===== config.mk =====
export PLATFORM = sky130hd
export DESIGN_NAME = seven_seg_scan_ctrl
export DESIGN_NICKNAME = d
export VERILOG_FILES = /design/src/rtl/seven_seg_scan_ctrl.sv
export SDC_FILE = /design/constraint.sdc
export NUM_CORES = 1
export LEC_CHECK = 0
export CAP_MARGIN = 25
export CORE_AREA = 2 2 78 135
export DETAILED_ROUTE_END_ITERATION = 10
export DIE_AREA = 0 0 80 137
export PLACE_DENSITY = 0.92
export SLEW_MARGIN = 20
export SYNTH_ARGS = -nofsm -noshare
export SYNTH_HDL_FRONTEND = slang
export SYNTH_SLANG_ARGS = --single-unit
export TNS_END_PERCENT = 50

===== constraint.sdc =====
create_clock -name CLK -period 4.9 [get_ports CLK]
set_clock_uncertainty 0.15 [all_clocks]
set_input_delay 0.98 -clock CLK [delete_from_list [all_inputs] [get_ports CLK]]
set_output_delay 0.98 -clock CLK [all_outputs]
set_load 0.01 [all_outputs]

===== src/rtl/seven_seg_scan_ctrl.sv =====
// seven_seg_scan_ctrl: scan controller for the 8-digit common-anode display.
// Presents one nibble per slot on DIGIT for an external registered decoder and
// drives active-low anode enables. Each slot opens with a guard interval in which
// all anodes stay dark while the decoder output settles. The displayed value is
// double-buffered and switches only at frame boundaries.
module seven_seg_scan_ctrl #(
  parameter int unsigned PRESCALE = 100000,
  parameter int unsigned GUARD    = 4
) (
  input  logic        CLK,
  input  logic        RSTN,
  input  logic [31:0] VALUE,
  input  logic        LOAD,
  input  logic [7:0]  EN_MASK,
  input  logic        LZ_BLANK,
  output logic [3:0]  DIGIT,
  output logic [7:0]  AN,
  output logic        PENDING,
  output logic        FRAME
);

  localparam int unsigned  CW       = $clog2(PRESCALE);
  localparam logic [CW-1:0] CNT_LAST = CW'(PRESCALE - 1);
  localparam logic [CW-1:0] GUARD_C  = CW'(GUARD);

  logic [CW-1:0] cnt, cnt_nxt;
  logic [2:0]    idx, idx_nxt;
  logic [31:0]   act, act_nxt;
  logic [31:0]   shd, shd_nxt;
  logic          pend_nxt;
  logic [3:0]    digit_nxt;
  logic [7:0]    an_nxt;
  logic          wrap, boundary;
  logic [31:0]   upper;
  logic          lead;

  // Slot end and frame end flags, derived directly from the registered counters.
  always_comb begin
    wrap     = (cnt == CNT_LAST);
    boundary = wrap && (idx == 3'd7);
  end

  assign FRAME = boundary;

  // Next-state logic. DIGIT and AN are computed from the next-cycle counter and
  // value so the registered outputs line up with the cycle they describe.
  always_comb begin
    cnt_nxt  = wrap ? '0 : cnt + CW'(1);
    idx_nxt  = wrap ? idx + 3'd1 : idx;
    act_nxt  = act;
    shd_nxt  = shd;
    pend_nxt = PENDING;
    if (LOAD) begin
      shd_nxt = VALUE;
    end
    if (boundary) begin
      // A load on the boundary itself bypasses the shadow and never raises PENDING.
      pend_nxt = 1'b0;
      if (LOAD) begin
        act_nxt = VALUE;
      end else if (PENDING) begin
        act_nxt = shd;
      end
    end else if (LOAD) begin
      pend_nxt = 1'b1;
    end

    digit_nxt = wrap ? act_nxt[{idx_nxt, 2'b00} +: 4] : DIGIT;

    upper = act_nxt >> {idx_nxt, 2'b00};
    lead  = LZ_BLANK && (idx_nxt != 3'd0) && (upper == '0);

    an_nxt = '1;
    if ((cnt_nxt >= GUARD_C) && EN_MASK[idx_nxt] && !lead) begin
      an_nxt[idx_nxt] = 1'b0;
    end
  end

  // State and output registers with asynchronous active-low clear.
  always_ff @(posedge CLK or negedge RSTN) begin
    if (!RSTN) begin
      cnt     <= '0;
      idx     <= '0;
      act     <= '0;
      shd     <= '0;
      PENDING <= 1'b0;
      DIGIT   <= '0;
      AN      <= '1;
    end else begin
      cnt     <= cnt_nxt;
      idx     <= idx_nxt;
      act     <= act_nxt;
      shd     <= shd_nxt;
      PENDING <= pend_nxt;
      DIGIT   <= digit_nxt;
      AN      <= an_nxt;
    end
  end

endmodule

==> results of run 1 <==
[per-stage QoR]
step                worst slack [ps]  cells   util
detailed placement               743    803  0.671
floorplan                       1310    647      -
CTS                              693    819  0.704
global placement                 722    802  0.669
finish                           591    820  0.707
global route                     413    820  0.707
[cell usage in the layout (no fill, tap or decap), types with 3 or more instances in the layout]
cell type / netlist / layout
a211oi_1: 10 / 10
a21o_1: 4 / 4
a21oi_1: 17 / 17
a31oi_1: 4 / 4
and2_1: 6 / 6
and3_1: 4 / 4
buf_4: 1 / 15
clkbuf_16: 0 / 9
clkdlybuf4s50_1: 0 / 55
dfrtp_1: 89 / 89
dfstp_2: 8 / 8
ha_1: 3 / 3
inv_1: 24 / 24
inv_2: 4 / 4
mux2_2: 36 / 36
mux2i_1: 30 / 30
mux4_2: 6 / 6
nand2_1: 87 / 87
nand2b_1: 3 / 3
nand3_1: 24 / 24
nand4_1: 12 / 12
nor2_1: 46 / 46
nor2b_1: 5 / 5
nor3_1: 13 / 13
nor3b_1: 4 / 4
nor4_1: 12 / 12
o2111ai_1: 5 / 5
o211ai_1: 4 / 4
o21ai_0: 48 / 48
o21ai_1: 6 / 6
o221ai_1: 10 / 10
o22ai_1: 7 / 7
o31ai_1: 6 / 6
or3_1: 3 / 3
xnor2_1: 8 / 8
xor2_1: 9 / 9
[synth_stat cells (all sizes together) (4+ instances only)]
| master | count | area [sq um] |
|---|---|---|
| dfrtp | 89 | 2230 |
| nand2 | 88 | 333 |
| o21ai | 54 | 270 |
| nor2 | 47 | 179 |
| mux2 | 37 | 420 |
| mux2i | 31 | 323 |
| buf | 30 | 160 |
| inv | 28 | 105 |
| nand3 | 26 | 140 |
| a21oi | 17 | 85.1 |
| nor3 | 15 | 85.1 |
| nand4 | 13 | 87.6 |
| nor4 | 13 | 87.6 |
| a211oi | 11 | 87.6 |
| clkbuf | 11 | 42.5 |
| o221ai | 10 | 87.6 |
| xor2 | 9 | 78.8 |
| dfstp | 8 | 210 |
| xnor2 | 8 | 70.1 |
| and2 | 7 | 46.3 |
| o22ai | 7 | 43.8 |
| mux4 | 6 | 135 |
| o31ai | 6 | 45.0 |
| and3 | 5 | 36.3 |
| nor2b | 5 | 31.3 |
| o2111ai | 5 | 43.8 |
| a21o | 4 | 30.0 |
| a31oi | 4 | 25.0 |
| nor3b | 4 | 30.0 |
| o211ai | 4 | 30.0 |
[cell type report]
type | count | area (sq um) | area share
clock buffer | 10 | 229 | 0.0329
multi-input combinational | 480 | 3220 | 0.463
clock inverter | 6 | 97.6 | 0.0140
timing repair buffer | 73 | 711 | 0.102
sequential | 97 | 2440 | 0.350
inverter | 29 | 109 | 0.0156
tap | 125 | 156 | 0.0225
[kinds of logic after synthesis]
group | share of synthesized area
adder cells (fa/ha/maj) | 0.00629
AO/OA/AOI/OAI | 0.165
buffers and inverters | 0.0522
multiplexers | 0.147
XOR/XNOR | 0.0249
flip-flops | 0.408
AND/OR/NAND/NOR | 0.196
[path summary, 6_finish.rpt]
path	depth (start not counted)	to	start	slack (ps)
min	2	DIGIT[2]	DIGIT[2]	340
min in group asynchronous	1	shd[0]	RSTN	390
min reg2reg	2	DIGIT[2]	DIGIT[2]	340
max reg2reg	11	AN[1]	cnt[6]	590
max	11	AN[1]	cnt[6]	590
max in group asynchronous	2	act[31]	RSTN	3540
[tightest hold or removal path: stages (launching register included)]
cell	delay (ps)
dfrtp_1	360
nand2_1	50
nand2_1	50
[state kept, by name, indices dropped and copies added, names as in the netlist]
signal   cells
shd         32
AN           8
DIGIT        4
PENDING      1
idx          3
act         32
cnt         17
[per-layer routing]
| layer | track usage | part of all wire | vias to the layer above |
|---|---|---|---|
| met4 | 0.168 | 0.048 | 0 |
| li1 | - | - | 2453 |
| met5 | 0 | 0 | - |
| met2 | 0.624 | 0.54 | 217 |
| met3 | 0.0416 | 0.050 | 69 |
| met1 | 0.401 | 0.37 | 2708 |
[power by group through the flow]
stage / registers [mW] / clock network [mW] / logic, mW
floorplan: 0.853 / 0 / 0.0806
global placement: 0.856 / 0 / 0.155
detailed placement: 0.859 / 0 / 0.161
CTS: 0.844 / 0.787 / 0.162
global route: 0.847 / 0.813 / 0.181
finish: 0.844 / 0.784 / 0.165
==> reports/results.txt, run 1 <==
asr flop ratio synth: 1.00
cell-internal power: 1.36 mW
leakage: 2.99 nW
CTS Buf Count: 9
Syn Area/Cell: 9.22 sq um
first-pass GRT wire length: 28900 um
Tot Pwr: 1.79 mW
Root Driver: clkbuf_16
Synth cell types: 78
Rel. slew slack: 0.490
gr ovfl total: 0
Reg clk slew, reported paths: 70 ps
CTS tree: done
initial DRC count: 570
clk buf depth: 2
CP most frequent cell: nand4_1
clk sink count: 97
Slowest-stage cell, CP: nand4_1
Tightest Pin Transition: 760 ps
share of power burned in registers: 0.471
run status: finished clean
combinational power share: 0.092
total global-route track usage: 0.347
CTS Hold Buffers Added: 0
Final min period: 4310 ps
vias: 5447
clk_lat worst skew: 360 ps
Hold Vio Cnt, Final: 0
RSZ-0062 raised after global routing: false
critical path class: reg2reg
CP Launch Type: flop
Gate Count Post-Synth: 647
final net count: 737
core area: 9850 sq um
Post-DP HPWL: 13500 um
Placer Congestion: 0.969
EDFF count, synth: 0
Die H: 137 um
die width: 80 um
Top delay family on crit path: simple AND/OR/NAND/NOR gates
hold crit path type: reg2reg
diodes inserted: 0
IO buf count: 57
Post-route DRC: 0
pwr dens: 258 nW/um^2
cts repair resizes: 0
MaxCap Viol Count: 0
cell area after synthesis: 5970 sq um
sw power: 0.431 mW
IO Pins: 58
Hold WS: 343 ps
Pins Over Slew Limit: 0
Crit path required time: 5040 ps
synth-to-layout area growth: 16.6%
crit path cell chain: nor3_1 > nand4_1 > o21ai_1 > and2_1 > clkinv_1 > nand3_1 > nand4_1 > a211oi_1 > o2111ai_1 > or4_1 > nand4b_1
Post CTS Setup Buffer Count: 0
Final setup viols: 0
layout cells sized above 1: 0.148
largest stage delay on the critical path: 630 ps
crit end category: flop
Post-synth top flop: dfrtp_1
WL per Instance: 22.3 um
peak supply drop: 0.000199 V
router iterations before antenna repair: 6
post-route ant nets: 0
pin count of the biggest net entering global routing: 77
Yosys warnings: 0
die area: 11000 sq um
switching share of total power: 0.240
Crit Path Max Fanout: 11
H-tree levels: 3
Tcrit/Tclk final: 0.879
setup TNS: 0 ps
initial antenna violation count: 0
sequential share of the synthesized area: 0.408
Filler Cell Count: 734
post-route cell area: 6960 sq um
final wirelength: 18300 um
vias per std cell: 6.64
clock share of power: 0.437
Post-DP Area: 6610 sq um
number of global-route vias before repair: 5491
Initial Utilization: 0.606
Fmax achieved: 0.232 GHz
Post-Syn Nets: 694
WP buf/inv: 1
CP arrival: 4450 ps
Site Rows: 48
flops & latches, synth: 97
No activity file was read; power rests on OpenSTA's default activity.
==> run 2, diff against run 1 <==
CTS_CLUSTER_DIAMETER = 120   (was unset)
SLEW_MARGIN = unset   (was 20)
==> reports/results.txt, run 2 (same netlist as run 1, synthesis figures left out) <==
IO buf count: 57 (unchanged)
MaxCap Viol Count: 0 (unchanged)
final wirelength: 18200 um (-0.61%)
commonest non-fill, non-tap cell in the layout: dfrtp_1
Crit path required time: 5040 ps (about the same)
dpl ws: 743 ps (unchanged)
Placer Congestion: 0.969 (unchanged)
Reg clk slew, reported paths: 70 ps (about the same)
CTS Buf Count: 9 (unchanged)
Largest regs: act: 32 flops, shd: 32 flops, cnt: 17 flops
total global-route track usage: 0.347 (unchanged)
final net count: 737 (unchanged)
post-route cell area: 6960 sq um (unchanged)
die width: 80 um (unchanged)
Tcrit/Tclk final: 0.877 (-0.00223)
WP buf/inv: 1 (unchanged)
Post CTS Setup Buffer Count: 0 (unchanged)
Reg2Reg Setup Slack: 600 ps (about the same)
commonest cells after routing, fill and taps aside: dfrtp_1, nand2_1, clkdlybuf4s50_1
critical path class: reg2reg
RR Startpoint: cnt[6]
final worst slack: 602 ps (+10.9 ps)
run status: finished clean
clk buf depth: 2 (unchanged)
gr ovfl total: 0 (unchanged)
vias: 5421 (-0.48%)
pin count of the biggest net entering global routing: 77 (unchanged)
clk sink count: 97 (unchanged)
Initial Utilization: 0.606 (unchanged)
Filler Cell Count: 734 (unchanged)
setup TNS: 0 ps (unchanged)
crit path to: AN[1]
Seq. cell area: 2440 sq um (unchanged)
Tightest Pin Transition: 760 ps (+0.0578 ps)
Top delay family on crit path: simple AND/OR/NAND/NOR gates
pwr dens: 257 nW/um^2 (-0.13%)
CTS Hold Buffers Added: 0 (unchanged)
crit path cell chain: nor3_1 > nand4_1 > o21ai_1 > and2_1 > clkinv_1 > nand3_1 > nand4_1 > a211oi_1 > o2111ai_1 > or4_1 > nand4b_1
Site Rows: 48 (unchanged)
initial antenna violation count: 0 (unchanged)
number of global-route vias before repair: 5491 (unchanged)
CP arrival: 4430 ps (-20 ps)
Post-DP Area: 6610 sq um (unchanged)
hold crit path type: in2async
WL per Instance: 22.2 um (-0.61%)
Root Driver: clkbuf_16
Crit. path cell count: 11 (unchanged)
IO Pins: 58 (unchanged)
RSZ-0062 raised after global routing: false
synth-to-layout area growth: 16.6% (unchanged)
initial DRC count: 540 (-5.3%)
crit end category: flop
clk_lat worst skew: 350 ps (about the same)
Critical Path Start: cnt[6]
Hold Vio Cnt, Final: 0 (unchanged)
worst reg2reg path depth: 11 (unchanged)
Rel. slew slack: 0.490 (about the same)
H-tree levels: 3 (unchanged)
router iterations before antenna repair: 5 (-1)
Final min period: 4300 ps (-10.9 ps)
Post-route DRC: 0 (unchanged)
CP most frequent cell: nand4_1
Crit Path Max Fanout: 11 (unchanged)
Die H: 137 um (unchanged)
cts repair resizes: 0 (unchanged)
die area: 11000 sq um (unchanged)
peak supply drop: 0.000198 V (-0.71%)
R2R Path End: AN[1]
core area: 9850 sq um (unchanged)
CP Launch Type: flop
layout cells sized above 1: 0.148 (unchanged)
Final setup viols: 0 (unchanged)
Slowest-stage cell, CP: nand4_1
post-route ant nets: 0 (unchanged)
largest stage delay on the critical path: 610 ps (-20 ps)
diodes inserted: 0 (unchanged)
vias per std cell: 6.61 (-0.48%)
Tot Pwr: 1.79 mW (-0.13%)
CTS tree: done
leakage: 2.99 nW (unchanged)
first-pass GRT wire length: 28900 um (unchanged)
Post-DP HPWL: 13500 um (unchanged)
Pins Over Slew Limit: 0 (unchanged)
area occupied by multi-input gates: 3220 sq um (unchanged)
Fmax achieved: 0.233 GHz (+0.25%)
## run 2: area by class of cell
cell class | instances | share of cell area
inverter | 29 | 0.0156
tap | 125 | 0.0225
sequential | 97 | 0.350
timing repair buffer | 73 | 0.102
clock inverter | 6 | 0.0140
clock buffer | 10 | 0.0329
multi-input combinational | 480 | 0.463
## run 2: stage by stage
stage               hold WS, ps  std cells  utilization
floorplan                   305        647            -
global placement            307        802        0.669
detailed placement          316        803        0.671
CTS                         332        819        0.704
global route                264        820        0.707
finish                      262        820        0.707
## run 2: metal layers
layer	track usage	share of wire	vias to the layer above
met1	0.401	0.37	2684
met3	0.0416	0.043	66
li1	-	-	2453
met5	0	0	-
met4	0.168	0.048	0
met2	0.624	0.54	218
## run 2: worst min-delay path by stage
stage,start,endpoint,slack (ps),depth (start not counted)
floorplan,cnt[0],cnt[0],300,1
global placement,DIGIT[0],DIGIT[0],310,2
detailed placement,DIGIT[2],DIGIT[2],320,2
CTS,DIGIT[2],DIGIT[2],330,2
global route,RSTN,shd[0],260,1
finish,RSTN,shd[0],260,1
## run 2: report_power, final
group          internal, mW  total, mW  switching, mW
sequential            0.828      0.844         0.0160
combinational        0.0780      0.165         0.0873
clock                 0.456      0.781          0.325
## run 2: worst reg2reg max path, delay by kind of cell, from the launching register on
kind            cells  cell delay (ps)
simple gates        7             2340
compound gates      3             1030
buf+inv             1              280
flops               1              440
